===== config.mk =====
export PLATFORM = sky130hd
export DESIGN_NAME = serial_add_sequencer
export DESIGN_NICKNAME = d
export VERILOG_FILES = /design/src/rtl/serial_add_sequencer.sv
export SDC_FILE = /design/constraint.sdc
export NUM_CORES = 1
export LEC_CHECK = 0
export CAP_MARGIN = 20
export CELL_PAD_IN_SITES_DETAIL_PLACEMENT = 1
export CELL_PAD_IN_SITES_GLOBAL_PLACEMENT = 1
export CORE_MARGIN = 2
export CORE_UTILIZATION = 30
export DETAILED_ROUTE_END_ITERATION = 6
export PLACE_DENSITY = 0.73
export SYNTH_ARGS = -nofsm -noshare
export SYNTH_HDL_FRONTEND = slang
export SYNTH_SLANG_ARGS = --single-unit

===== constraint.sdc =====
create_clock -name clk -period 1.4 [get_ports clk]
set_input_delay 0.21 -clock clk [delete_from_list [all_inputs] [get_ports clk]]
set_output_delay 0.21 -clock clk [all_outputs]
set_load 0.1 [all_outputs]

===== src/rtl/serial_add_sequencer.sv =====
// serial_add_sequencer: bit-serial adder front end. It feeds one bit pair
// per cycle to an external shared 1-bit full adder, LSB first, and collects
// the returned sum bits into a shift register.
// Optional build macro: SERIAL_ADD_CHECK_EN adds an adder self-check that
// drives the sticky adder_err flag.
module serial_add_sequencer #(
    parameter int NUM_BITS = 8
) (
    input  logic                clk,
    input  logic                n_rst,
    input  logic                start,
    input  logic [NUM_BITS-1:0] a,
    input  logic [NUM_BITS-1:0] b,
    input  logic                carry_in,
    output logic                add_a,
    output logic                add_b,
    output logic                add_cin,
    input  logic                add_sum,
    input  logic                add_cout,
    output logic                busy,
    output logic                done,
    output logic [NUM_BITS-1:0] sum,
    output logic                overflow,
    output logic                adder_err
);

    // One spare counter bit, so the count never wraps inside a run.
    localparam int CW = $clog2(NUM_BITS) + 1;
    localparam logic [CW-1:0] LAST = CW'(NUM_BITS - 1);

    typedef enum logic [1:0] {ST_IDLE, ST_RUN, ST_DONE} state_t;

    state_t              state, state_nxt;
    logic [NUM_BITS-1:0] a_reg, b_reg, sum_reg;
    logic                carry_reg;
    logic                ovf_reg;
    logic [CW-1:0]       cnt;

    // State register
    always_ff @(posedge clk or negedge n_rst) begin
        if (!n_rst) state <= ST_IDLE;
        else        state <= state_nxt;
    end

    // Next-state logic: start is only looked at in IDLE
    always_comb begin
        state_nxt = state;
        case (state)
            ST_IDLE: if (start) state_nxt = ST_RUN;
            ST_RUN:  if (cnt == LAST) state_nxt = ST_DONE;
            ST_DONE: state_nxt = ST_IDLE;
            default: state_nxt = ST_IDLE;
        endcase
    end

    // Datapath: operand capture, serial shifting, carry and result collection
    always_ff @(posedge clk or negedge n_rst) begin
        if (!n_rst) begin
            a_reg     <= '0;
            b_reg     <= '0;
            sum_reg   <= '0;
            carry_reg <= 1'b0;
            ovf_reg   <= 1'b0;
            cnt       <= '0;
        end else begin
            case (state)
                ST_IDLE: begin
                    if (start) begin
                        a_reg     <= a;
                        b_reg     <= b;
                        carry_reg <= carry_in;
                        sum_reg   <= '0;
                        ovf_reg   <= 1'b0;
                        cnt       <= '0;
                    end
                end
                ST_RUN: begin
                    a_reg     <= a_reg >> 1;
                    b_reg     <= b_reg >> 1;
                    // First processed bit ends up at bit 0 after NUM_BITS shifts
                    sum_reg   <= {add_sum, sum_reg[NUM_BITS-1:1]};
                    carry_reg <= add_cout;
                    cnt       <= cnt + 1'b1;
                    // Latch the final carry separately so it survives the
                    // next operand capture into carry_reg.
                    if (cnt == LAST) ovf_reg <= add_cout;
                end
                default: ;
            endcase
        end
    end

    // Adder operands are only presented while running
    always_comb begin
        add_a   = 1'b0;
        add_b   = 1'b0;
        add_cin = 1'b0;
        if (state == ST_RUN) begin
            add_a   = a_reg[0];
            add_b   = b_reg[0];
            add_cin = carry_reg;
        end
    end

    assign busy     = (state != ST_IDLE);
    assign done     = (state == ST_DONE);
    assign sum      = sum_reg;
    assign overflow = ovf_reg;

`ifdef SERIAL_ADD_CHECK_EN
    logic err_reg;
    logic exp_sum, exp_cout;

    assign exp_sum  = add_a ^ add_b ^ add_cin;
    assign exp_cout = (add_a & add_b) | (add_a & add_cin) | (add_b & add_cin);

    // Sticky fault flag: any disagreement with a reference full adder in RUN
    always_ff @(posedge clk or negedge n_rst) begin
        if (!n_rst) begin
            err_reg <= 1'b0;
        end else if (state == ST_RUN &&
                     (add_sum != exp_sum || add_cout != exp_cout)) begin
            err_reg <= 1'b1;
        end
    end

    assign adder_err = err_reg;
`else
    assign adder_err = 1'b0;
`endif

endmodule

=== Word-level counts from Yosys, hierarchy flattened ===
Index checks and enable logic that the tools add are counted.

* Input port bits: 22
* Register bits: 32

* Equality and inequality tests: 5
* Reduce and logical (&&, ||, !) cells: 6
* Add/subtract/negate cells: 1
* Mux-type cells: 19

{| class="wikitable"
|+ Operator list
! cell !! count
|-
| $pmux W8 S2 || 3
|-
| $mux W8 || 3
|-
| $pmux W4 S2 || 1
|-
| $mux W1 || 6
|-
| $add A4 B1 Y4 const B || 1
|-
| $eq A4 B3 Y1 const B || 1
|-
| $mux W2 || 2
|-
| $mux W4 || 1
|-
| $ne A2 B2 Y1 const B || 2
|-
| $pmux W1 S2 || 2
|-
| $pmux W2 S2 || 1
|-
| $reduce_and A2 Y1 || 2
|-
| $reduce_bool A2 Y1 || 2
|-
| $reduce_and A3 Y1 || 1
|-
| $eq A2 B1 Y1 const B || 1
|-
| $eq A2 B2 Y1 const B || 1
|-
| $logic_not A2 Y1 || 1
|}

=== Depth between registers and ports, before layout ===
Gate-level depths: netlist of run 1.

* Word-level depth: 3
* Mapped depth: 5

=== Worst setup path before layout of run 1 ===
OpenSTA, ideal clock, no wires.

* Kind: flip-flop to output port
* Start: register state[0]
* End: output port done
* Setup slack: -692 ps
* Stages on the path, launching flop included: 3
* Data arrival time: 1,882 ps
* Required time: 1,190 ps
* Path through: dfrtp_1 -> buf_2 -> nor2b_1

* Longest elaborated chain between the ends: 1

{| class="wikitable"
|+ RTL lines
! what !! line !! text
|-
| start, declared || 33 || <nowiki>state_t state, state_nxt;</nowiki>
|-
| start signal, assigned || 42 || <nowiki>else state <= state_nxt;</nowiki>
|-
| $eq A2 B2 Y1 || 106 || <nowiki>assign done = (state == ST_DONE);</nowiki>
|-
| end, declared || 21 || <nowiki>output logic done,</nowiki>
|}

Every way passes these cells.

=== Worst setup path in the final report of run 1 ===
* Start: register state[1]
* End: output port add_cin

* Longest elaborated chain between the ends: 2

{| class="wikitable"
|+ RTL lines
! what !! line !! text
|-
| $eq A2 B1 Y1 || 98 || <nowiki>if (state == ST_RUN) begin</nowiki>
|-
| $mux W1 || 98 ||
|-
| end, declared || 17 || <nowiki>output logic add_cin,</nowiki>
|}

Every way passes these cells.

==> results of run 1 <==
## cell type report
class | count | share of cell area, %
clock buffer | 5 | 3.12
inverter | 1 | 0.170
multi-input combinational | 87 | 27.8
sequential | 32 | 36.3
tap | 54 | 3.06
timing repair buffer | 50 | 29.5
## metal layers
layer,wire length (um),vias to the layer above,track usage (%)
li1,-,544,-
met1,1580,551,18.1
met2,1640,29,21.8
met3,170,7,4.25
met4,79,0,7.07
met5,0,-,0
## logic make-up after synthesis
kind of cell	synth area share (%)
muxes	10.3
buffers and inverters	4.98
DFF	54.9
and+or+nand+nor	11.2
adders and majority gates	0.858
AOI/OAI and AO/OA	17.5
other	0.257
## metrics by stage
| stage | util [%] | TNS (ps) | instances |
|---|---|---|---|
| 2_1_floorplan | - | 0 | 129 |
| 3_3_place_gp | 44.4 | 0 | 220 |
| 6_report | 47.1 | -538 | 229 |
| 5_1_grt | 47.1 | -730 | 229 |
| 4_1_cts | 46.7 | -533 | 229 |
| 3_5_place_dp | 44.4 | -160 | 220 |
## power breakdown
part / internal, uW / leakage (uW) / switching [uW]
Sequential: 1320 / 0.000404 / 324
Clock: 320 / 0.0000359 / 316
Combinational: 1510 / 0.000590 / 2050
## layout by cell type (no fill, tap or decap), types with 5 or more instances in the layout
cell / Yosys / routed
dfrtp_1: 32 / 31
nand2_1: 21 / 21
clkdlybuf4s50_1: 0 / 21
buf_12: 1 / 17
mux2i_1: 15 / 14
o21ai_0: 12 / 12
a22o_1: 10 / 10
buf_4: 1 / 10
o21ai_1: 7 / 7
clkbuf_8: 0 / 5
## critical path: cells and delay by family (launching register included)
kind | cells | cell delay, ps
DFF | 1 | 440
buffers and inverters | 2 | 300
and+or+nand+nor | 2 | 320
## repair_timing
| action | in CTS | in global routing |
|---|---|---|
| gates cloned | 0 | 0 |
| resized for setup | 4 | 5 |
| pin swaps | 2 | 0 |
| setup buffers | 4 | 0 |
| setup endpoints to repair | 5 | 17 |
| hold buffers | 0 | 0 |
## worst paths after layout
kind	from	to	slack, ps	cells after the start
worst min register to register	b_reg[0]	b_reg[0]	480	2
min in group clk	b_reg[0]	b_reg[0]	480	2
worst max-delay path	state[1]	add_cin	-150	4
worst max register to register	cnt[0]	overflow	40	4
worst min-delay path	n_rst	carry_reg	290	2
max in group asynchronous	n_rst	state[1]	930	2
==> implementation parameters, run 1 <==
Parameter                              Value

Critical path
  Cell Chain, Critical Path    nor2b_4 -> buf_6 -> and2_4 -> buf_12
  Crit path max fanout    4
  Critical path start-end classification    flop to output port
  Type of element capturing the critical path    output port
  Critical path arrival    1340 ps
  Crit start category    flop
  Highest cell delay on the worst timing path    440 ps
  Worst path required time    1190 ps
  Master of the slowest instance on the critical path    dfrtp_2

Clock network
  TritonCTS Buffers    5
  TritonCTS clock tree    yes
  Maximum level of the CTS H-tree    2
  CTS clock-pin slew for the worst setup and hold paths    60 ps
  Clk sink count    32
  Maximum count of clock buffers along a single path    2
  Clock latency on the worst-skew pair    290 ps
  Clock tree root buffer cell    clkbuf_8

Final layout
  Total Nets Final    200
  Area taken by multi-input logic gates    614 um2
  Layout area overhead    51.5%
  Ant. Diodes    0
  Count of fill cells added during filler insertion    504
  Fraction of final layout cells with drive strength greater than 1    27.4%
  Fin area    2210 um2
  Register cell area after layout    802 um2

Global routing
  Initial antenna violation count    0
  Wire length of the first global-routing pass    5740 um
  Global route overflow    0
  Total routing usage reported by global routing    14.2%
  Via count of the first global-routing pass    1210
  Largest net degree at the start of global routing    33

Route
  Number of violations reported at the end of detailed-routing iteration 0    54
  Drt wl/cell    15.2 um
  Final antenna-violating net count    0
  Remaining DRCs    0
  Overall routed net length    3480 um
  Via count    1131
  Length of the first detailed-routing pass in iterations    4
  Vias per cell    4.94

Timing
  Final worst clock skew    6.28 ps
  Post-route worst hold slack    291 ps
  Maximum operating frequency    646 MHz
  Pins Over Slew Limit    0
  Period minus WS final    1550 ps
  Setup repair after global routing missed its margin    yes
  Final worst setup slack    -147 ps
  Setup Viol. Count Final    4
  Final-report hold violation count    0
  Final worst path period share    110%

Synth
  Synth warn    0
  Net count of the mapped netlist    152
  Share of the yosys chip area belonging to registers    54.9%
  Cell taking the most area after synthesis    dfrtp_1
  Flip-flop cell with the highest count after synthesis    dfrtp_1
  Portion of synthesized cell area occupied by the leading cell type    54.9%
  Syn avg cell area    11.3 um2
  Fraction of synthesis flops using an asynchronous set or reset pin    100%
  Synth cell count leaders    32 x dfrtp_1, 21 x nand2_1, 15 x mux2i_1
  Synth Register Bits    32
  Post-synthesis cell count    129
  Top area cells in the synthesized netlist    dfrtp_1 55%, mux2i_1 10%, a22o_1 6.0%, nand2_1 5.4%, o21ai_0 4.1%
  Total standard cell area after synthesis    1460 um2
  Cell with the most instances after synthesis    dfrtp_1
  Number of library cell types mapped by synthesis    29
  Post-synth EDFFs    0

Floorplan
  Row cnt    25
  Vert. Die Dim    73.7 um
  Initial standard-cell utilization of the core    31.1%
  Core Footprint    4690 um2
  Top-level port count    37
  Die Area    5430 um2
  X dimension of the die    73.7 um

Placed design
  Half-perimeter wire length after placement    2520 um
  Total cell area at the placement stage    2080 um2
  Setup slack at placement    -58.0 ps
  GPL Wtd Cong    0.744
  Count of input and output buffers    35

Power
  Leakage power figure    0.00103 uW
  Total power draw    5840 uW
  Pwr dens    2640 nW/um2
  Peak supply drop    1080 uV

Hold path
  Hold WC Path Type    input port to async pin

Status
  Run status    finished with violations
  Violations in the final reports    setup timing

Job
  Max-cap violations    0
Note: power is estimated with default switching activity, not from simulation.
==> run 2: changes to the inputs <==
--- a/config.mk
+++ b/config.mk
@@ -9,9 +9,10 @@
 export CELL_PAD_IN_SITES_DETAIL_PLACEMENT = 1
 export CELL_PAD_IN_SITES_GLOBAL_PLACEMENT = 1
 export CORE_MARGIN = 2
-export CORE_UTILIZATION = 30
+export CORE_UTILIZATION = 33
 export DETAILED_ROUTE_END_ITERATION = 6
-export PLACE_DENSITY = 0.73
+export PLACE_DENSITY = 0.78
+export SKIP_LAST_GASP = 1
 export SYNTH_ARGS = -nofsm -noshare
 export SYNTH_HDL_FRONTEND = slang
 export SYNTH_SLANG_ARGS = --single-unit
==> implementation parameters, run 2 (synthesis results as in run 1) <==
Parameter                              Value

Power
  Pwr dens    2670 nW/um2
  Leakage power figure    0.00104 uW
  Peak supply drop    1470 uV
  Total power draw    5900 uW

Floorplan
  Die Area    4960 um2
  Initial standard-cell utilization of the core    33.9%
  Vert. Die Dim    70.5 um
  Core Footprint    4290 um2
  Top-level port count    37
  Row cnt    24
  X dimension of the die    70.5 um

Clock network
  Clk sink count    32
  Number of hold buffers added after CTS    0
  TritonCTS Buffers    5
  Clock latency on the worst-skew pair    280 ps
  Clock tree root buffer cell    clkbuf_8
  Maximum count of clock buffers along a single path    2
  CTS clock-pin slew for the worst setup and hold paths    60 ps
  TritonCTS clock tree    yes
  Maximum level of the CTS H-tree    2

Hold path
  Hold WC Path Type    input port to async pin

Critical path
  Reg2Reg Setup Slack    10 ps
  Worst path required time    1190 ps
  RR Endpoint    a_reg[4]
  Crit path max fanout    2
  Type of element capturing the critical path    output port
  Critical path start-end classification    flop to output port
  Critical path arrival    1310 ps
  Worst Reg2Reg Path Length in Cells    5
  Worst reg2reg path startpoint    state[1]
  Timing startpoint of the critical path    state[1]
  Crit start category    flop

Route
  Total met2 wirelength after detailed routing    1720 um
  Met3 routed WL    175 um
  Drt wl/cell    15.6 um
  Overall routed net length    3560 um
  Via count    1152
  Highest metal layer with signal wires    met4
  Vias per cell    5.05
  Remaining DRCs    0
  Number of violations reported at the end of detailed-routing iteration 0    37
  Length of the first detailed-routing pass in iterations    2
  Final antenna-violating net count    0
  Metal1 wirelength    1580 um

Global routing
  Via count of the first global-routing pass    1183
  Wire length of the first global-routing pass    5990 um
  Total routing usage reported by global routing    15.9%
  Initial antenna violation count    0
  Largest net degree at the start of global routing    33
  Global route overflow    0

Timing
  Final-report hold violation count    0
  Setup Viol. Count Final    4
  Pins Over Slew Limit    0
  Final worst path period share    108%
  Final worst setup slack    -119 ps
  Sum Neg Setup Slack    -451 ps
  Final worst clock skew    4.55 ps
  Post-route worst hold slack    306 ps
  Maximum operating frequency    658 MHz
  Period minus WS final    1520 ps
  Setup repair after global routing missed its margin    yes

Job
  Max-cap violations    0

Placed design
  Placed Cells incl. Taps    217
  Total cell area at the placement stage    2080 um2
  GPL Wtd Cong    0.736
  Count of input and output buffers    35
  Half-perimeter wire length after placement    2490 um

Status
  Violations in the final reports    setup timing
  Run status    finished with violations

Final layout
  Commonest non-fill, non-tap cell in the layout    dfrtp_1
  Count of fill cells added during filler insertion    461
  Total Nets Final    198
  Ant. Diodes    0
  Fin area    2210 um2
  Fraction of final layout cells with drive strength greater than 1    25.0%
  Highest-count cells in the layout ignoring fill and taps    32 x dfrtp_1, 21 x nand2_1, 21 x clkdlybuf4s50_1, 18 x buf_12, 15 x mux2i_1
  Layout area overhead    51.4%
  Count of placed standard cells in the final layout, fillers left out    228
==> run 2: cell type report <==
cell class / instances / area [um2] / share of cell area [%]
flip-flops and latches: 32 / 801 / 36.3
repair buffers: 48 / 638 / 28.9
multi-input cells: 87 / 609 / 27.6
clock buffers: 8 / 90.1 / 4.08
well taps: 52 / 65.1 / 2.95
inverters: 1 / 3.75 / 0.170
==> run 2: power breakdown <==
part	internal, uW	switching, uW
Sequential	1310	324
Clock	400	326
Combinational	1480	2050
==> run 2: metal layers <==
metal / GRT usage, % / up-vias
met5: 0 / -
met4: 7.05 / 0
met3: 4.47 / 7
met2: 24.3 / 30
met1: 20.8 / 572
li1: - / 543
==> run 2: timing repair <==
action,CTS,global route
pin swaps,1,0
cloned,0,0
hold endpoints to repair,0,0
setup buffers,4,0
gates resized for setup,2,1
setup endpoints to repair,4,18
==> run 2: how the worst max path moves through the flow <==
| stage | to | slack (ps) | cells past startpoint |
|---|---|---|---|
| final | add_b | -120 | 4 |
| after global routing | add_b | -170 | 4 |
| after CTS | add_b | -140 | 4 |
| after detailed placement | cnt[2] | -0.1 | 4 |
| after global placement | cnt[2] | 40 | 4 |
| after floorplan | add_b | 20 | 4 |
==> run 2: stage by stage <==
stage	utilization, %	setup slack [ps]
2_1_floorplan	-	24.5
3_3_place_gp	48.5	44.0
3_5_place_dp	48.5	-0.121
4_1_cts	51.5	-143
5_1_grt	51.4	-174
6_report	51.4	-119
==> run 2: worst max-delay path, stage by stage (launching register included) <==
cell,delay (ps)
dfrtp_1,400
nor2b_4,190
buf_12,120
and2_4,150
buf_12,170
